`src/rtl/gray_counter_if.sv`:
```
// Control and result bundle for gray_counter.
// master drives the controls, slave returns the registered counts.
interface gray_counter_if #(
  parameter int WIDTH = 4
);
  logic             en;
  logic             up;
  logic             load;
  logic             load_gray;
  logic [WIDTH-1:0] load_val;
  logic [WIDTH-1:0] bin_q;
  logic [WIDTH-1:0] gray_q;
  logic             wrap;

  modport master (
    output en, up, load, load_gray, load_val,
    input  bin_q, gray_q, wrap
  );

  modport slave (
    input  en, up, load, load_gray, load_val,
    output bin_q, gray_q, wrap
  );
endinterface

```
`src/rtl/gray_counter.sv`:
```
// Width-generic up/down counter with binary and Gray outputs.
// Binary and Gray registers load from the same next-state value.
module gray_counter #(
  parameter int          WIDTH     = 4,
  parameter int unsigned RESET_VAL = 0
) (
  input logic          clk,
  input logic          rst_n,
  gray_counter_if.slave bus
);
  localparam logic [WIDTH-1:0] RST_BIN  = WIDTH'(RESET_VAL);
  localparam logic [WIDTH-1:0] RST_GRAY = RST_BIN ^ (RST_BIN >> 1);

  logic [WIDTH-1:0] bin_r;
  logic [WIDTH-1:0] gray_r;
  logic             wrap_r;
  logic [WIDTH-1:0] bin_nxt;
  logic             wrap_nxt;
  logic [WIDTH-1:0] g2b;
  logic [WIDTH:0]   inc;
  logic [WIDTH:0]   dec;

  // Top bit of the widened sum/difference is the carry/borrow.
  assign inc = {1'b0, bin_r} + {{WIDTH{1'b0}}, 1'b1};
  assign dec = {1'b0, bin_r} - {{WIDTH{1'b0}}, 1'b1};

  // Each binary bit is the parity of the Gray bits at and above it.
  always_comb begin
    g2b = '0;
    for (int i = 0; i < WIDTH; i++) begin
      g2b[i] = ^(bus.load_val >> i);
    end
  end

  always_comb begin
    bin_nxt  = bin_r;
    wrap_nxt = 1'b0;
    unique case (1'b1)
      bus.load: begin
        bin_nxt = bus.load_gray ? g2b : bus.load_val;
      end
      (!bus.load && bus.en && bus.up): begin
        bin_nxt  = inc[WIDTH-1:0];
        wrap_nxt = inc[WIDTH];
      end
      (!bus.load && bus.en && !bus.up): begin
        bin_nxt  = dec[WIDTH-1:0];
        wrap_nxt = dec[WIDTH];
      end
      default: begin
        bin_nxt  = bin_r;
        wrap_nxt = 1'b0;
      end
    endcase
  end

  always_ff @(posedge clk or negedge rst_n) begin
    if (!rst_n) begin
      bin_r  <= RST_BIN;
      gray_r <= RST_GRAY;
      wrap_r <= 1'b0;
    end else begin
      bin_r  <= bin_nxt;
      gray_r <= bin_nxt ^ (bin_nxt >> 1);
      wrap_r <= wrap_nxt;
    end
  end

  assign bus.bin_q  = bin_r;
  assign bus.gray_q = gray_r;
  assign bus.wrap   = wrap_r;
endmodule

```
`src/flat_wrapper.sv`:
```
// flat-port wrapper written by rule: the top's interface ports become plain ports
module gray_counter_flat 
#(
  parameter int          WIDTH     = 4,
  parameter int unsigned RESET_VAL = 0
)
  (clk, rst_n, bus_en, bus_up, bus_load, bus_load_gray, bus_load_val, bus_bin_q, bus_gray_q, bus_wrap);
  gray_counter_if #(.WIDTH(WIDTH)) bus_i ();
  input logic clk;
  input logic rst_n;
  input wire logic [$bits(bus_i.en)-1:0] bus_en;
  input wire logic [$bits(bus_i.up)-1:0] bus_up;
  input wire logic [$bits(bus_i.load)-1:0] bus_load;
  input wire logic [$bits(bus_i.load_gray)-1:0] bus_load_gray;
  input wire logic [$bits(bus_i.load_val)-1:0] bus_load_val;
  output wire logic [$bits(bus_i.bin_q)-1:0] bus_bin_q;
  output wire logic [$bits(bus_i.gray_q)-1:0] bus_gray_q;
  output wire logic [$bits(bus_i.wrap)-1:0] bus_wrap;
  assign bus_i.en = bus_en;
  assign bus_i.up = bus_up;
  assign bus_i.load = bus_load;
  assign bus_i.load_gray = bus_load_gray;
  assign bus_i.load_val = bus_load_val;
  assign bus_bin_q = bus_i.bin_q;
  assign bus_gray_q = bus_i.gray_q;
  assign bus_wrap = bus_i.wrap;
  gray_counter #(.WIDTH(WIDTH), .RESET_VAL(RESET_VAL)) u_core (.clk(clk), .rst_n(rst_n), .bus(bus_i));
endmodule
```
`config.mk`:
```
export PLATFORM = sky130hd
export DESIGN_NAME = gray_counter_flat
export DESIGN_NICKNAME = d
export VERILOG_FILES = /design/src/rtl/gray_counter_if.sv /design/src/rtl/gray_counter.sv /design/src/flat_wrapper.sv
export SDC_FILE = /design/constraint.sdc
export NUM_CORES = 1
export LEC_CHECK = 0
export BUFFER_PORTS_ARGS = -buffer_cell sky130_fd_sc_hd__buf_2
export CORE_AREA = 2 2 39 41
export CTS_CLUSTER_SIZE = 24
export DETAILED_ROUTE_END_ITERATION = 12
export DIE_AREA = 0 0 41 43
export HOLD_SLACK_MARGIN = 0.05
export PLACE_DENSITY = 0.67
export SKIP_LAST_GASP = 1
export SYNTH_ARGS = -nofsm -noshare
export SYNTH_HDL_FRONTEND = slang
export SYNTH_SLANG_ARGS = --single-unit
export TNS_END_PERCENT = 30
```
`constraint.sdc`:
```
create_clock -name clk -period 1.9 [get_ports clk]
set_input_delay 0.38 -clock clk [delete_from_list [all_inputs] [get_ports clk]]
set_output_delay 0.38 -clock clk [all_outputs]
set_load 0.02 [all_outputs]
```
## Word-level counts from Yosys, hierarchy flattened

Index checks and enable logic that the tools add are counted.

| word-level totals | value |
|---|---|
| output and inout port bits | 9 |
| flip-flop bits (word level) | 9 |
| input port bits | 10 |
| logic and storage cells | 18 |

| operators by class | value |
|---|---|
| bitwise operators | 1 |
| add/subtract/negate cells | 2 |
| reduce and logical (&&, ||, !) cells | 9 |
| mux-type cells | 3 |

Operator list:

| cell | number |
|---|---|
| $reduce_xor 4->1 | 4 |
| $pmux 4 s3 | 1 |
| $add 4x1->5 const B | 1 |
| $sub 4x1->5 const B | 1 |
| $mux 4 | 1 |
| $xor 4x3->4 | 1 |
| $logic_and 1x1->1 | 3 |
| $logic_not 1->1 | 2 |
| $pmux 1 s2 | 1 |

## Depth between registers and ports, before layout

Gate-level depths: netlist (run 1).

| logic depth | value |
|---|---|
| word-level depth | 5 |
| mapped depth | 6 |
| depth with buffers taken out | 6 |

## Worst setup path before layout (run 1)

Ideal clock, no wire load.

| timing path | value |
|---|---|
| path kind | register to register |
| from | register u_core.bin_r[0] (netlist: u_core.bus.bin_q[0]) |
| to | register u_core.gray_r[1] (netlist: u_core.bus.gray_q[1]) |
| required time | 1.821 ns |
| setup time | 0.079 ns |
| slack | 0.153 ns |
| arrival time | 1.668 ns |
| clock period less this slack | 1.747 ns |
| buffers on the path | 0 |
| cell stages (with the launch flop) | 7 |
| path through | dfrtp_1 -> inv_1 -> ha_1 -> mux2_2 -> a211o_2 -> o211ai_1 -> xor2_1 |

| on the way | value |
|---|---|
| longest elaborated chain between the ends | 3 |
| elaborated cells on any way between the ends | 4 |
| classes of those cells | add/sub (2); mux (1); bitwise (1) |

Ends and longest elaborated chain:

| element | line | text |
|---|---|---|
| from (decl) | gray_counter.sv:14 | `logic [WIDTH-1:0] bin_r;` |
| from (signal assigned) | gray_counter.sv:63 | `bin_r <= bin_nxt;` |
| $sub 4x1->5 or $add 4x1->5 (tied branches) | gray_counter.sv:25, gray_counter.sv:24 |  |
| $pmux 4 s3 (*) | gray_counter.sv:38 | `unique case (1'b1)` |
| via u_core.bin_nxt[2] | gray_counter.sv:17 | `logic [WIDTH-1:0] bin_nxt;` |
| $xor 4x3->4 (*) | gray_counter.sv:64 | `gray_r <= bin_nxt ^ (bin_nxt >> 1);` |
| to (signal assigned) | gray_counter.sv:64 |  |
| to (decl) | gray_counter.sv:15 | `logic [WIDTH-1:0] gray_r;` |

Mark *: on every way through the listed nets, which the timed path passes. The rest lies on a longest branch.

## Worst setup path after layout (run 1)

| timing path | value |
|---|---|
| from | register u_core.bin_r[0] (netlist: u_core.bus.bin_q[0]) |
| to | register u_core.gray_r[2] (netlist: u_core.bus.gray_q[2]) |

Same word-level chain as after synthesis.

==> results.cfg, run 1 <==
[layout]
final.fill_count = 145
seqCellArea_um2 = 200.2
drive_gt1_frac = 0.4054
multi_input_area_um2 = 312.8
final_common_cell = buf_2
fin_nets = 88
fin_cells = 90
area_growth_pct = 23.91
layout_common_cells = buf_2, dfrtp_1, inv_1, xor2_1, nand4_1
antenna_cells = 0

[clock_tree]
htree_num_levels = 1
clockRootBuffer = clkbuf_4
clock_latency_ns = 0.25
clock-sinks = 8
clkTransAtPathRegs_ns = 0.06
numCtsBuffers = 3
clock_path_buffers = 2
cts_resized = 0
cts_tree = built

[synthesis]
ys_seq_area_frac = 0.3678
synth_cells = 54
synth_flop_cell = dfrtp_1
synthArstFlopShare = 1.000
syn_nets = 66
synth_area_um2 = 544.3
synth_edf_count = 0
synth-seq-cells = 8
ys_warn_count = 0
synth_area_per_cell_um2 = 10.08
synth.distinct_cells = 31

[sta]
rsz0062_at_grt = no
fmax_mhz = 568.5
min_period_ns = 1.759
max_slew_margin = 0.7373
final.setup_skew_ns = 0.003090
min_period_over_period = 0.9258
setup_viol = 0
finalMaxSlewViolations = 0
setup-tns-final_ns = 0
finalHoldViolations = 0
worst_slew_pin_slew_ns = 0.3913

[min_path]
min_delay_path_depth = 3
hold_path_class = input port to flip-flop

[setup_path]
crit_chain = inv_1, ha_1, mux2_2, a211o_2, o211ai_1, xor2_1
critical_path.startpoint_type = flip-flop
r2r_slack_ns = 0.14
cp-end-kind = flip-flop
crit_required_ns = 2.07
critPathSlowestCell = dfrtp_1
r2r_cells = 6
critical_path_arrival_ns = 1.93
max_stage_delay_ns = 0.44
path_max_fanout = 6
critPathKind = flip-flop to flip-flop

[power_and_ir_drop]
power.density_nw_per_um2 = 883.1
leakage_nw = 0.3181
share_seq_of_total_power = 0.395
power_frac_comb = 0.385
power.share.clock = 0.220
switching_share = 0.3757
peakVddDrop_mv = 0.3035
power.internal_mw = 0.3718
p_sw_mw = 0.2237

[placed_design]
globalplace.congestion = 0.7057
dp_hpwl_um = 864.6
dp_cells = 86
io_buffers = 18

[floorplanning]
rows = 14
ios = 19
fp.dieW_um = 41
dieArea_um2 = 1763
die_h_um = 43
initial_utilization = 0.3933
core_area_um2 = 1384

[grt]
track_usage = 0.1491
grt_max_degree = 13
grt-ovfl-total = 0
grt_pass1_wl_mm = 1.759
grt_pass1_vias = 433
grt_antenna_before_repair = 0

[route]
drcViolationCount = 0
viasPerCell = 5.367
dr_wl_met3_um = 88
routed-wl-met2_um = 535
finalWirelength_mm = 1.126
wl_met1_um = 479
wl_per_cell_um = 12.51
top_layer = met4
vias = 483
dr.pass1.iters = 4
drtIter0Drc = 10
antenna_left = 0

[status]
status = complete, no violations

[flow_run]
maxCapViolations = 0
[state kept, by name (all words and copies together), names as in the netlist]
signal,count
u_core.bus.bin_q,4
u_core.bus.gray_q,3
u_core.bus.wrap,1
[cells in the mapped netlist, drive strengths merged, types with 2 or more instances]
master | n | area [µm²]
nand2 | 2 | 7.510
xnor2 | 2 | 17.52
buf | 2 | 12.51
nor2 | 2 | 7.510
a211oi | 2 | 15.01
xor2 | 5 | 43.79
a211o | 2 | 18.77
dfrtp | 8 | 200.2
ha | 2 | 25.02
nand4 | 4 | 25.02
inv | 5 | 18.77
[critical path, delay by kind of cell (launching register included)]
kind | cells | cell delay (ns)
AOI/OAI and AO/OA | 2 | 0.51
xor gates and xnor gates | 1 | 0.18
adders and majority gates | 1 | 0.21
buffers and inverters | 1 | 0.07
DFF | 1 | 0.44
muxes | 1 | 0.28
[what timing repair did]
action	in CTS	in global routing
hold buffers	1	0
hold endpoints to repair	8	0
setup buffers	0	0
[routing by layer]
layer	global-route usage	up-vias
met5	0	-
met4	0.1000	0
met3	0.03141	4
met2	0.2125	23
met1	0.1927	220
li1	-	236
[power by group through the flow]
stage                     combinational [mW]  clock, mW  sequential (mW)
after floorplan                        0.108          0            0.284
after global placement                 0.227          0            0.235
after detailed placement               0.228          0            0.238
after CTS                              0.231      0.135            0.235
after global routing                   0.252      0.142            0.241
final                                  0.229      0.131            0.235
[through the flow]
step	hold WS, ns	cell area [µm²]	total power, mW	setup slack (ns)	util
3_3_place_gp	0.2273	641.9	0.4623	0.2375	0.4638
3_5_place_dp	0.2322	641.9	0.4659	0.1761	0.4638
6_report	0.4285	674.4	0.5956	0.1411	0.4873
2_1_floorplan	0.08441	544.3	0.3919	0.1529	-
4_1_cts	0.4274	674.4	0.6015	0.1490	0.4873
5_1_grt	0.4229	674.4	0.6357	0.05495	0.4873
[cell families after synthesis]
logic type | Yosys count | share of synthesized area
buffers and inverters | 7 | 0.05747
and+or+nand+nor | 17 | 0.2138
xor gates and xnor gates | 7 | 0.1126
DFF | 8 | 0.3678
AOI/OAI and AO/OA | 11 | 0.1632
adders and majority gates | 2 | 0.04597
muxes | 2 | 0.03908
[path summary, 6_finish.rpt]
path	start	end
worst min register to register	u_core.bus.bin_q[3]	u_core.bus.wrap
worst min-delay path	bus_up	u_core.bus.wrap
min in group asynchronous	rst_n	u_core.bus.wrap
max in group asynchronous	rst_n	u_core.bus.gray_q[2]
worst max-delay path	u_core.bus.bin_q[0]	u_core.bus.gray_q[2]
worst max register to register	u_core.bus.bin_q[0]	u_core.bus.gray_q[2]
[cell type report]
type,instances,share of cell area
Sequential cell,8,0.2968
Inverter,5,0.02783
Clock buffer,3,0.03340
Timing Repair Buffer,19,0.1484
Multi-Input combinational cell,39,0.4638
Tap cell,16,0.02968
(Power assumes the default switching activity.)
==> inputs of run 2 (changes only) <==
clock period = 1.8 ns   (was 1.9 ns; I/O delays follow)
==> run 2 against run 1 <==
Via count rose by 1.7%. Register-to-register slack got worse by 0.04 ns. Power rose by 5.7%. Non-clock buffer count did not move. Flip-flop and latch count did not move. Critical endpoint unchanged. Critical path type unchanged. Clock power rose by 5%. Global-route usage rose by 1.4 points.
==> results.cfg, run 2 (synthesized netlist as in run 1, its figures left out) <==
[sta]
whs_ns = 0.4118
rsz0062_at_grt = no
max_slew_margin = 0.7391
worst_slew_pin_slew_ns = 0.3886
finalHoldViolations = 0
setup_ws_ns = 0.09826
finalMaxSlewViolations = 0
setup-tns-final_ns = 0
min_period_ns = 1.702
final.setup_skew_ns = 0.003244
fmax_mhz = 587.6
min_period_over_period = 0.9454
setup_viol = 0

[layout]
largest_reg_flops = 4
fin_nets = 88
final_util = 0.4892
layout_common_cells = buf_2, dfrtp_1, inv_1, xor2_1, nand4_1
seqCellArea_um2 = 202.7
fin_cells = 90
drive_gt1_frac = 0.4324
postLayoutCellArea_um2 = 676.9
antenna_cells = 0
final.fill_count = 142
area_growth_pct = 24.37
multi_input_area_um2 = 312.8
final_common_cell = buf_2

[placed_design]
io_buffers = 18
dp_hpwl_um = 879.1
dp_cells = 86
placed_cell_area_um2 = 641.9
globalplace.congestion = 0.7059
pre_cts_slack_ns = 0.07147

[route]
finalWirelength_mm = 1.157
viasPerCell = 5.456
wl_per_cell_um = 12.86
dr.pass1.iters = 4
drcViolationCount = 0
drtIter0Drc = 17
vias = 491
antenna_left = 0

[power_and_ir_drop]
power.internal_mw = 0.3938
switching_share = 0.3746
p_sw_mw = 0.2359
power.share.clock = 0.217
power_frac_comb = 0.385
power.density_nw_per_um2 = 930.2
share_seq_of_total_power = 0.398
peakVddDrop_mv = 0.3163
leakage_nw = 0.3162
finalPower_mw = 0.6297

[clock_tree]
htree_num_levels = 1
clock_path_buffers = 2
clockRootBuffer = clkbuf_4
clock_latency_ns = 0.25
numCtsBuffers = 3
clkTransAtPathRegs_ns = 0.06
post_cts_buffers = 0
cts_tree = built
clock-sinks = 8

[setup_path]
path_max_fanout = 6
crit_chain = inv_1, ha_1, mux2_2, a211o_2, o211ai_1, xor2_1
critPathBufInv = 1
critical_path.startpoint_type = flip-flop
critical_path_arrival_ns = 1.87
max_stage_delay_ns = 0.41
r2r-end = u_core.bus.gray_q[2]
critPathSlowestCell = dfrtp_2
cpLargestDelayFamily = compound AO/OA/AOI/OAI gates
r2r_start = u_core.bus.bin_q[0]
cp.depth = 6
r2r_slack_ns = 0.1
cp-end-kind = flip-flop
crit_required_ns = 1.97
r2r_cells = 6
critPathKind = flip-flop to flip-flop

[min_path]
min_delay_path_depth = 3
hp-start = bus_up
min_to = u_core.bus.wrap
hold_path_class = input port to flip-flop

[status]
status = complete, no violations

[grt]
grt-ovfl-total = 0
grt_pass1_vias = 468
track_usage = 0.1633
grt_antenna_before_repair = 0
grt_pass1_wl_mm = 1.904
grt_max_degree = 13

[floorplanning]
rows = 14
ios = 19
core_area_um2 = 1384
dieArea_um2 = 1763
initial_utilization = 0.3933
fp.dieW_um = 41
die_h_um = 43

[flow_run]
maxCapViolations = 0
==> run 2: area by class of cell <==
class	instances	share of cell area
Tap cell	16	0.02957
Timing Repair Buffer	19	0.1479
Clock buffer	3	0.03327
Sequential cell	8	0.2994
Inverter	5	0.02773
Multi-Input combinational cell	39	0.4621
==> run 2: worst reg2reg max path: stages (launching register included) <==
cell	delay (ns)
dfrtp_2	0.41
inv_1	0.06
ha_1	0.20
mux2_2	0.28
a211o_2	0.33
o211ai_1	0.17
xor2_1	0.18
==> run 2: how the worst max path moves through the flow <==
stage	startpoint	endpoint
2_1_floorplan	u_core.bus.bin_q[0]	u_core.bus.gray_q[1]
6_report	u_core.bus.bin_q[0]	u_core.bus.gray_q[2]
5_1_grt	u_core.bus.bin_q[0]	u_core.bus.gray_q[1]
3_5_place_dp	u_core.bus.bin_q[0]	u_core.bus.gray_q[2]
4_1_cts	u_core.bus.bin_q[0]	u_core.bus.gray_q[2]
3_3_place_gp	u_core.bus.bin_q[0]	u_core.bus.gray_q[2]
==> run 2: repair_timing <==
| action | 4_1_cts | 5_1_grt |
|---|---|---|
| endpoints found under the setup margin | 0 | 2 |
| gates resized for setup | 0 | 2 |
| hold buffers | 1 | 0 |
| endpoints found under the hold margin | 8 | 0 |
==> run 2: power groups by stage <==
stage / Combinational, mW / Clock, mW / Sequential (mW)
after global routing: 0.267 / 0.150 / 0.258
after CTS: 0.244 / 0.143 / 0.249
after detailed placement: 0.241 / 0 / 0.252
after floorplan: 0.114 / 0 / 0.299
after global placement: 0.240 / 0 / 0.248
final: 0.242 / 0.137 / 0.251
==> run 2: layer usage <==
metal	vias up	global-route usage	share of wire
met1	221	0.1960	0.42
met2	27	0.2344	0.47
met5	-	0	0
met4	0	0.1200	0.029
li1	236	-	-
met3	7	0.04712	0.086
